[src/rtl/feeder_pkg.sv]
// Shared constants and types for the systolic array operand feeder.
package feeder_pkg;

  localparam logic [2:0] PE_CLEAR = 3'd0;
  localparam logic [2:0] PE_ACC   = 3'd1;

  localparam int DEF_N    = 4;
  localparam int DEF_DW   = 8;
  localparam int DEF_KMAX = 16;

  typedef enum logic [1:0] {
    ST_IDLE = 2'd0,
    ST_LOAD = 2'd1,
    ST_RUN  = 2'd2,
    ST_DONE = 2'd3
  } feeder_state_t;

endpackage

[src/rtl/feeder_buf.sv]
// k-slice buffer: one write port, one registered read port.
module feeder_buf #(
  parameter int DEPTH = 16,
  parameter int W     = 64,
  parameter int AW    = 4
) (
  input  logic          clk,
  input  logic          we,
  input  logic [AW-1:0] waddr,
  input  logic [W-1:0]  wdata,
  input  logic [AW-1:0] raddr,
  output logic [W-1:0]  rdata
);

  logic [W-1:0] mem [DEPTH];

  // Write-through bypass lets a K=1 tile read its only slice on the next cycle.
  always_ff @(posedge clk) begin
    if (we) mem[waddr] <= wdata;
    rdata <= (we && (waddr == raddr)) ? wdata : mem[raddr];
  end

endmodule

[src/rtl/systolic_feeder.sv]
// Buffers one tile of k-slices, then streams them into the PE array edges.
// Optional FEEDER_SKEW_EN delays lane i by i cycles for a wavefront array.
module systolic_feeder
  import feeder_pkg::*;
#(
  parameter int N    = DEF_N,
  parameter int DW   = DEF_DW,
  parameter int KMAX = DEF_KMAX
) (
  input  logic            clk,
  input  logic            rst,
  input  logic            s_valid,
  output logic            s_ready,
  input  logic [N*DW-1:0] s_a,
  input  logic [N*DW-1:0] s_b,
  input  logic            s_last,
  output logic [N*DW-1:0] a_out,
  output logic [N*DW-1:0] b_out,
  output logic [2:0]      pe_state,
  output logic            busy,
  output logic            done
);

  localparam int SW = N * DW;
  localparam int AW = (KMAX > 1) ? $clog2(KMAX) : 1;
  localparam int CW = $clog2(KMAX + 1);
  localparam int TW = $clog2(KMAX + N);

  feeder_state_t state, state_nxt;
  logic [CW-1:0] wr_cnt, k_reg;
  logic [TW-1:0] t, run_len;
  logic          accept, final_beat, run_end;
  logic [AW-1:0] raddr;
  logic [2*SW-1:0] rdata;
  logic [SW-1:0] lane_a, lane_b;

  assign accept     = s_valid && s_ready;
  assign final_beat = accept && (s_last || (wr_cnt == CW'(KMAX - 1)));
  assign run_end    = (t == run_len - TW'(1));

  // Outside RUN keep address 0 primed so slice 0 is ready on the first RUN cycle.
  always_comb begin
    raddr = '0;
    if ((state == ST_RUN) && ((t + TW'(1)) < TW'(k_reg)))
      raddr = AW'(t + TW'(1));
  end

  feeder_buf #(.DEPTH(KMAX), .W(2*SW), .AW(AW)) u_buf (
    .clk   (clk),
    .we    (accept),
    .waddr (AW'(wr_cnt)),
    .wdata ({s_b, s_a}),
    .raddr (raddr),
    .rdata (rdata)
  );

`ifdef FEEDER_SKEW_EN
  logic [2*SW-1:0] cur;
  assign cur     = (t < TW'(k_reg)) ? rdata : '0;
  assign run_len = TW'(k_reg) + TW'(N - 1);

  for (genvar i = 0; i < N; i++) begin : g_skew
    if (i == 0) begin : g_direct
      assign lane_a[DW-1:0] = cur[DW-1:0];
      assign lane_b[DW-1:0] = cur[SW +: DW];
    end else begin : g_delay
      logic [DW-1:0] sr_a [i];
      logic [DW-1:0] sr_b [i];
      always_ff @(posedge clk or posedge rst) begin
        if (rst || (state != ST_RUN)) begin
          for (int j = 0; j < i; j++) begin
            sr_a[j] <= '0;
            sr_b[j] <= '0;
          end
        end else begin
          sr_a[0] <= cur[i*DW +: DW];
          sr_b[0] <= cur[SW + i*DW +: DW];
          for (int j = 1; j < i; j++) begin
            sr_a[j] <= sr_a[j-1];
            sr_b[j] <= sr_b[j-1];
          end
        end
      end
      assign lane_a[i*DW +: DW] = sr_a[i-1];
      assign lane_b[i*DW +: DW] = sr_b[i-1];
    end
  end
`else
  assign lane_a  = rdata[SW-1:0];
  assign lane_b  = rdata[2*SW-1:SW];
  assign run_len = TW'(k_reg);
`endif

  always_ff @(posedge clk or posedge rst) begin
    if (rst) state <= ST_IDLE;
    else     state <= state_nxt;
  end

  always_comb begin
    state_nxt = state;
    case (state)
      ST_IDLE: if (accept) state_nxt = final_beat ? ST_RUN : ST_LOAD;
      ST_LOAD: if (final_beat) state_nxt = ST_RUN;
      ST_RUN:  if (run_end) state_nxt = ST_DONE;
      ST_DONE: state_nxt = ST_IDLE;
      default: state_nxt = ST_IDLE;
    endcase
  end

  always_ff @(posedge clk or posedge rst) begin
    if (rst) begin
      wr_cnt <= '0;
      k_reg  <= '0;
      t      <= '0;
    end else begin
      if (final_beat) begin
        wr_cnt <= '0;
        k_reg  <= wr_cnt + CW'(1);
      end else if (accept) begin
        wr_cnt <= wr_cnt + CW'(1);
      end
      if ((state == ST_RUN) && !run_end) t <= t + TW'(1);
      else                               t <= '0;
    end
  end

  always_comb begin
    s_ready  = (state == ST_IDLE) || (state == ST_LOAD);
    busy     = (state != ST_IDLE);
    done     = (state == ST_DONE);
    pe_state = PE_CLEAR;
    a_out    = '0;
    b_out    = '0;
    if (state == ST_RUN) begin
      pe_state = PE_ACC;
      a_out    = lane_a;
      b_out    = lane_b;
    end
  end

endmodule

[config.mk]
export PLATFORM = sky130hd
export DESIGN_NAME = systolic_feeder
export DESIGN_NICKNAME = d
export VERILOG_FILES = /design/src/rtl/feeder_pkg.sv /design/src/rtl/feeder_buf.sv /design/src/rtl/systolic_feeder.sv
export SDC_FILE = /design/constraint.sdc
export NUM_CORES = 1
export LEC_CHECK = 0
export ABC_AREA = 1
export CORE_UTILIZATION = 41
export CTS_CLUSTER_DIAMETER = 40
export DETAILED_ROUTE_END_ITERATION = 16
export GPL_TIMING_DRIVEN = 0
export PLACE_DENSITY = 0.61
export RECOVER_POWER = 50
export SLEW_MARGIN = 20
export SYNTH_ARGS = -nofsm -noshare
export SYNTH_HDL_FRONTEND = slang
export SYNTH_SLANG_ARGS = --single-unit
[constraint.sdc]
create_clock -name clk -period 4.6 [get_ports clk]
set_clock_uncertainty 0.1 [all_clocks]
set_input_delay 0.92 -clock clk [delete_from_list [all_inputs] [get_ports clk]]
set_output_delay 0.92 -clock clk [all_outputs]
set_load 0.02 [all_outputs]
==> results.md <==
* Post-Synth Adder-Cell Area at 0.507%
* Worst-path fanout max at 10
* Full die area at between 0.1 and 0.15 mm2
* Iteration-0 DRC Markers at between 3000 and 4000
* Starting Density at 41.6%
* Netlist cell types at 29
* Core Util, Final at about half
* Count leader, synth: edfxtp_1
* Post-synth EDFFs at between 1000 and 1500
* I/O pin total at 138
* Height of the die at 322 um
* Leading cell types by count after synthesis: 1024 x edfxtp_1, 872 x nor2_1, 375 x o21ai_0
* Kind of critical path: flop to output port
* Global-route wire length before repair at between 150 and 200 mm
* Family with the most delay on the worst path: buffers and inverters
* Synth area leader: edfxtp_1
* Maximum clock rate at approximately 220 MHz
* Vias/cell at between 5 and 6
* CTS resizes at approximately 140
* Period utilization at between 90 and 100%
* Area contributors post-synth: edfxtp_1 73%, nor2_1 7.8%, o21ai_0 4.5%
* Worst setup margin at 0.0648 ns
* Setup violations, final at 0
* Largest net degree at the start of global routing at 23
* CTS Buf Count at 137
* Fraction of the mapped netlist area in simple logic gates at 11.2%
* Filler cell count at about 8600
* Leakage power at 17.6 nW
* Compound-Gate Fraction of Synth Area at 10.2%
* Async S/R FF share, synth at under 10%
* Initial antenna violation count at 15
* Max VDD drop at roughly 420 uV
* Pins Over Slew Limit at 0
* RePlAce Congestion at roughly 0.8
* Core Area at 0.101 mm2
* Power Density at about 560 mW/mm2
* Status: finished, final reports clean
* Multiplexer area fraction after synthesis at 0%
* Max stage delay cell, worst path: dlygate4sd2_1
* Max cap viols at 0
* Sequential share of the synthesized area at between 70% and 80%
* Max FFs per register at 1024
* Cell mode on critical path: buf_6
* Max-slew headroom at between 20% and 30%
* Die Wd at between 300 and 400 um
* Residual DRC at 0
* Worst-case clock buffer depth at 3
* Layout area overhead at 22.1%
* DRT Pass-1 Iters at 6
* Reg with most FFs: u_buf.mem
* Share of the synthesized area in the top cell type at roughly three quarters
* Hold buffers post-CTS at 0
* Vias at 28300
* Overall power at 28.7 mW
* Worst-path clk slew at 0.05 ns
* Rows at 116
* Worst Path Buf+Inv at 6
* Mapped Avg Cell Area at around 13 um2
* Crit path arrival time at 3.52 ns
* Vias in the first global route at about 27000
* Setup bufs post-CTS at 0
* Synthesis-stage register bit count at roughly 1000
* Count of antenna-violating nets left after detailed routing at 0
* Largest family of logic cells by synthesized area: simple AND/OR/NAND/NOR gates
* Post-Syn Area at around 0.042 mm2
* Required time worst endpoint at between 3 and 4 ns
* Minimum clock period at about 4.5 ns
* Main synth FF type: edfxtp_1
* RSZ-0062 raised after global routing: no
* Max stage delay on crit path at 0.37 ns
* Crit end category: output port
* GR Overflow Total at 0
* WL per Instance at 24.5 um
* Total Routing Usage GR at 24.3%
* Worst Hold Class: flop to flop
* Pre-CTS setup slack at -0.219 ns
* Synth warnings at 0
* Final Hold Fails at 0
* Later-pin clock latency in the skew report at 0.73 ns
* Critical Path Source Type: flop
* TritonCTS clock tree: yes
* CP Cell Sequence: buf_6, buf_6, buf_6, buf_8, buf_6, nor2_1, nor2_1, o21ai_1, o211ai_1, nand3_1, a21oi_4, dlygate4sd2_1
* H-tree Lvls at 4
* Synth Instances at roughly 3300
* Post-Synth XOR/XNOR Area at less than 1%
* Slew @ Worst Pin at around 1.2 ns
* Share of cells above drive strength 1 at a little under an eighth
* Port-buffer cells at between 100 and 150
* Total Wirelength at about 130 mm
* Root Buffer: clkbuf_16
* CTS sink count at approximately 1000
* Placed wire-length estimate at 83.8 mm
* Nets@finish at 3762
==> metrics by stage <==
| stage | std cells | hold WS (ns) | setup TNS [ns] | area, um2 |
|---|---|---|---|---|
| final | 5148 | 0.428 | 0 | 51200 |
| after global routing | 5147 | 0.453 | 0 | 51200 |
| after CTS | 5147 | 0.433 | -0.0602 | 51200 |
| after detailed placement | 4895 | 0.423 | -0.400 | 46300 |
| after global placement | 4841 | 0.428 | -3580.71 | 45000 |
| after floorplan | 3349 | 0.379 | 0 | 42000 |
==> cell usage in the layout, fill, tap and decap left out, drive strengths merged <==
cell           synthesis  final
ha                    17     17
xor2                   4      4
o211ai               128    128
conb                   1      2
dlymetal6s2s           0      1
a21oi                135    135
clkinvlp               0     12
dfxtp                  4      4
dfrtp                 17     17
xnor2                  1      1
dlygate4sd2            0     63
edfxtp              1024   1024
nand3b                 2      2
inv                   95    108
nand2                106    106
clkinv                 1     55
nand3                199    199
bufinv                 0     20
buf                  119    169
clkbuf               100    255
clkdlybuf4s15          0      2
dlygate4sd3            0     65
clkdlybuf4s50          0      6
o21ai                517    517
o21a                   1      1
nand4                  1      1
diode                  0      1
o22ai                  3      3
nor2                 872    872
o2111ai                1      1
==> layout make-up <==
cell class              instances  area, um2  share of cell area, %
flip-flops and latches       1045      31300                   61.0
clock inverters                99       1200                   2.35
diodes                          1       2.50                0.00489
multi-input cells            1989       9410                   18.4
clock buffers                 153       3560                   6.95
well taps                    1357       1700                   3.31
plain buffers                 219       1230                   2.40
inverters                      96        363                  0.708
repair buffers                189       2500                   4.87
==> worst reg2reg max path, stage by stage, from the launching register on <==
cell,delay (ns)
dfrtp_1,0.42
inv_1,0.12
ha_1,0.18
inv_1,0.06
nand2_1,0.08
nand2_1,0.10
clkinv_1,0.17
nand2_1,0.20
nor2_1,0.94
buf_12,0.29
buf_12,0.22
==> worst paths after layout <==
path                                 startpoint                     endpoint  slack (ns)  cells past startpoint
hold reg to reg                  t[0]$_DFF_PP0_               t[0]$_DFF_PP0_        0.43                      1
hold / removal                   t[0]$_DFF_PP0_               t[0]$_DFF_PP0_        0.43                      1
setup / recovery                           flop                    b_out[15]        0.06                     12
max in group asynchronous                   rst               t[4]$_DFF_PP0_        3.32                      2
min in group asynchronous                   rst         state[0]$_DFFE_PP0P_        0.63                      2
setup reg to reg           state[1]$_DFFE_PP0P_  u_buf.mem[14][50]$_DFFE_PP_        1.42                     10
==> kinds of logic (layout without fill, tap and decap cells) <==
family,count (synthesis),count (layout)
and+or+nand+nor,1180,1180
AOI/OAI and AO/OA,785,785
DFF,1045,1045
xor gates and xnor gates,5,5
buffers and inverters,315,756
adders and majority gates,17,17
other,1,3
==> layer usage <==
layer  track usage (%)  vias up  share of wire (%)
li1                  -    12800                  -
met1              32.4    13900                 41
met2              39.5     1396                 47
met3              4.58      253                8.6
met4              8.78        4                3.1
met5                 0        -              0.021
==> report_power, final <==
group,total [mW],leakage (nW),internal (mW),switching [mW]
clock,11.0,2.30,6.78,4.20
combinational,6.60,5.80,1.90,4.70
sequential,11.1,9.49,11.0,0.123
total,28.7,17.6,19.7,9.03
No activity file was read; power rests on OpenSTA's default activity.
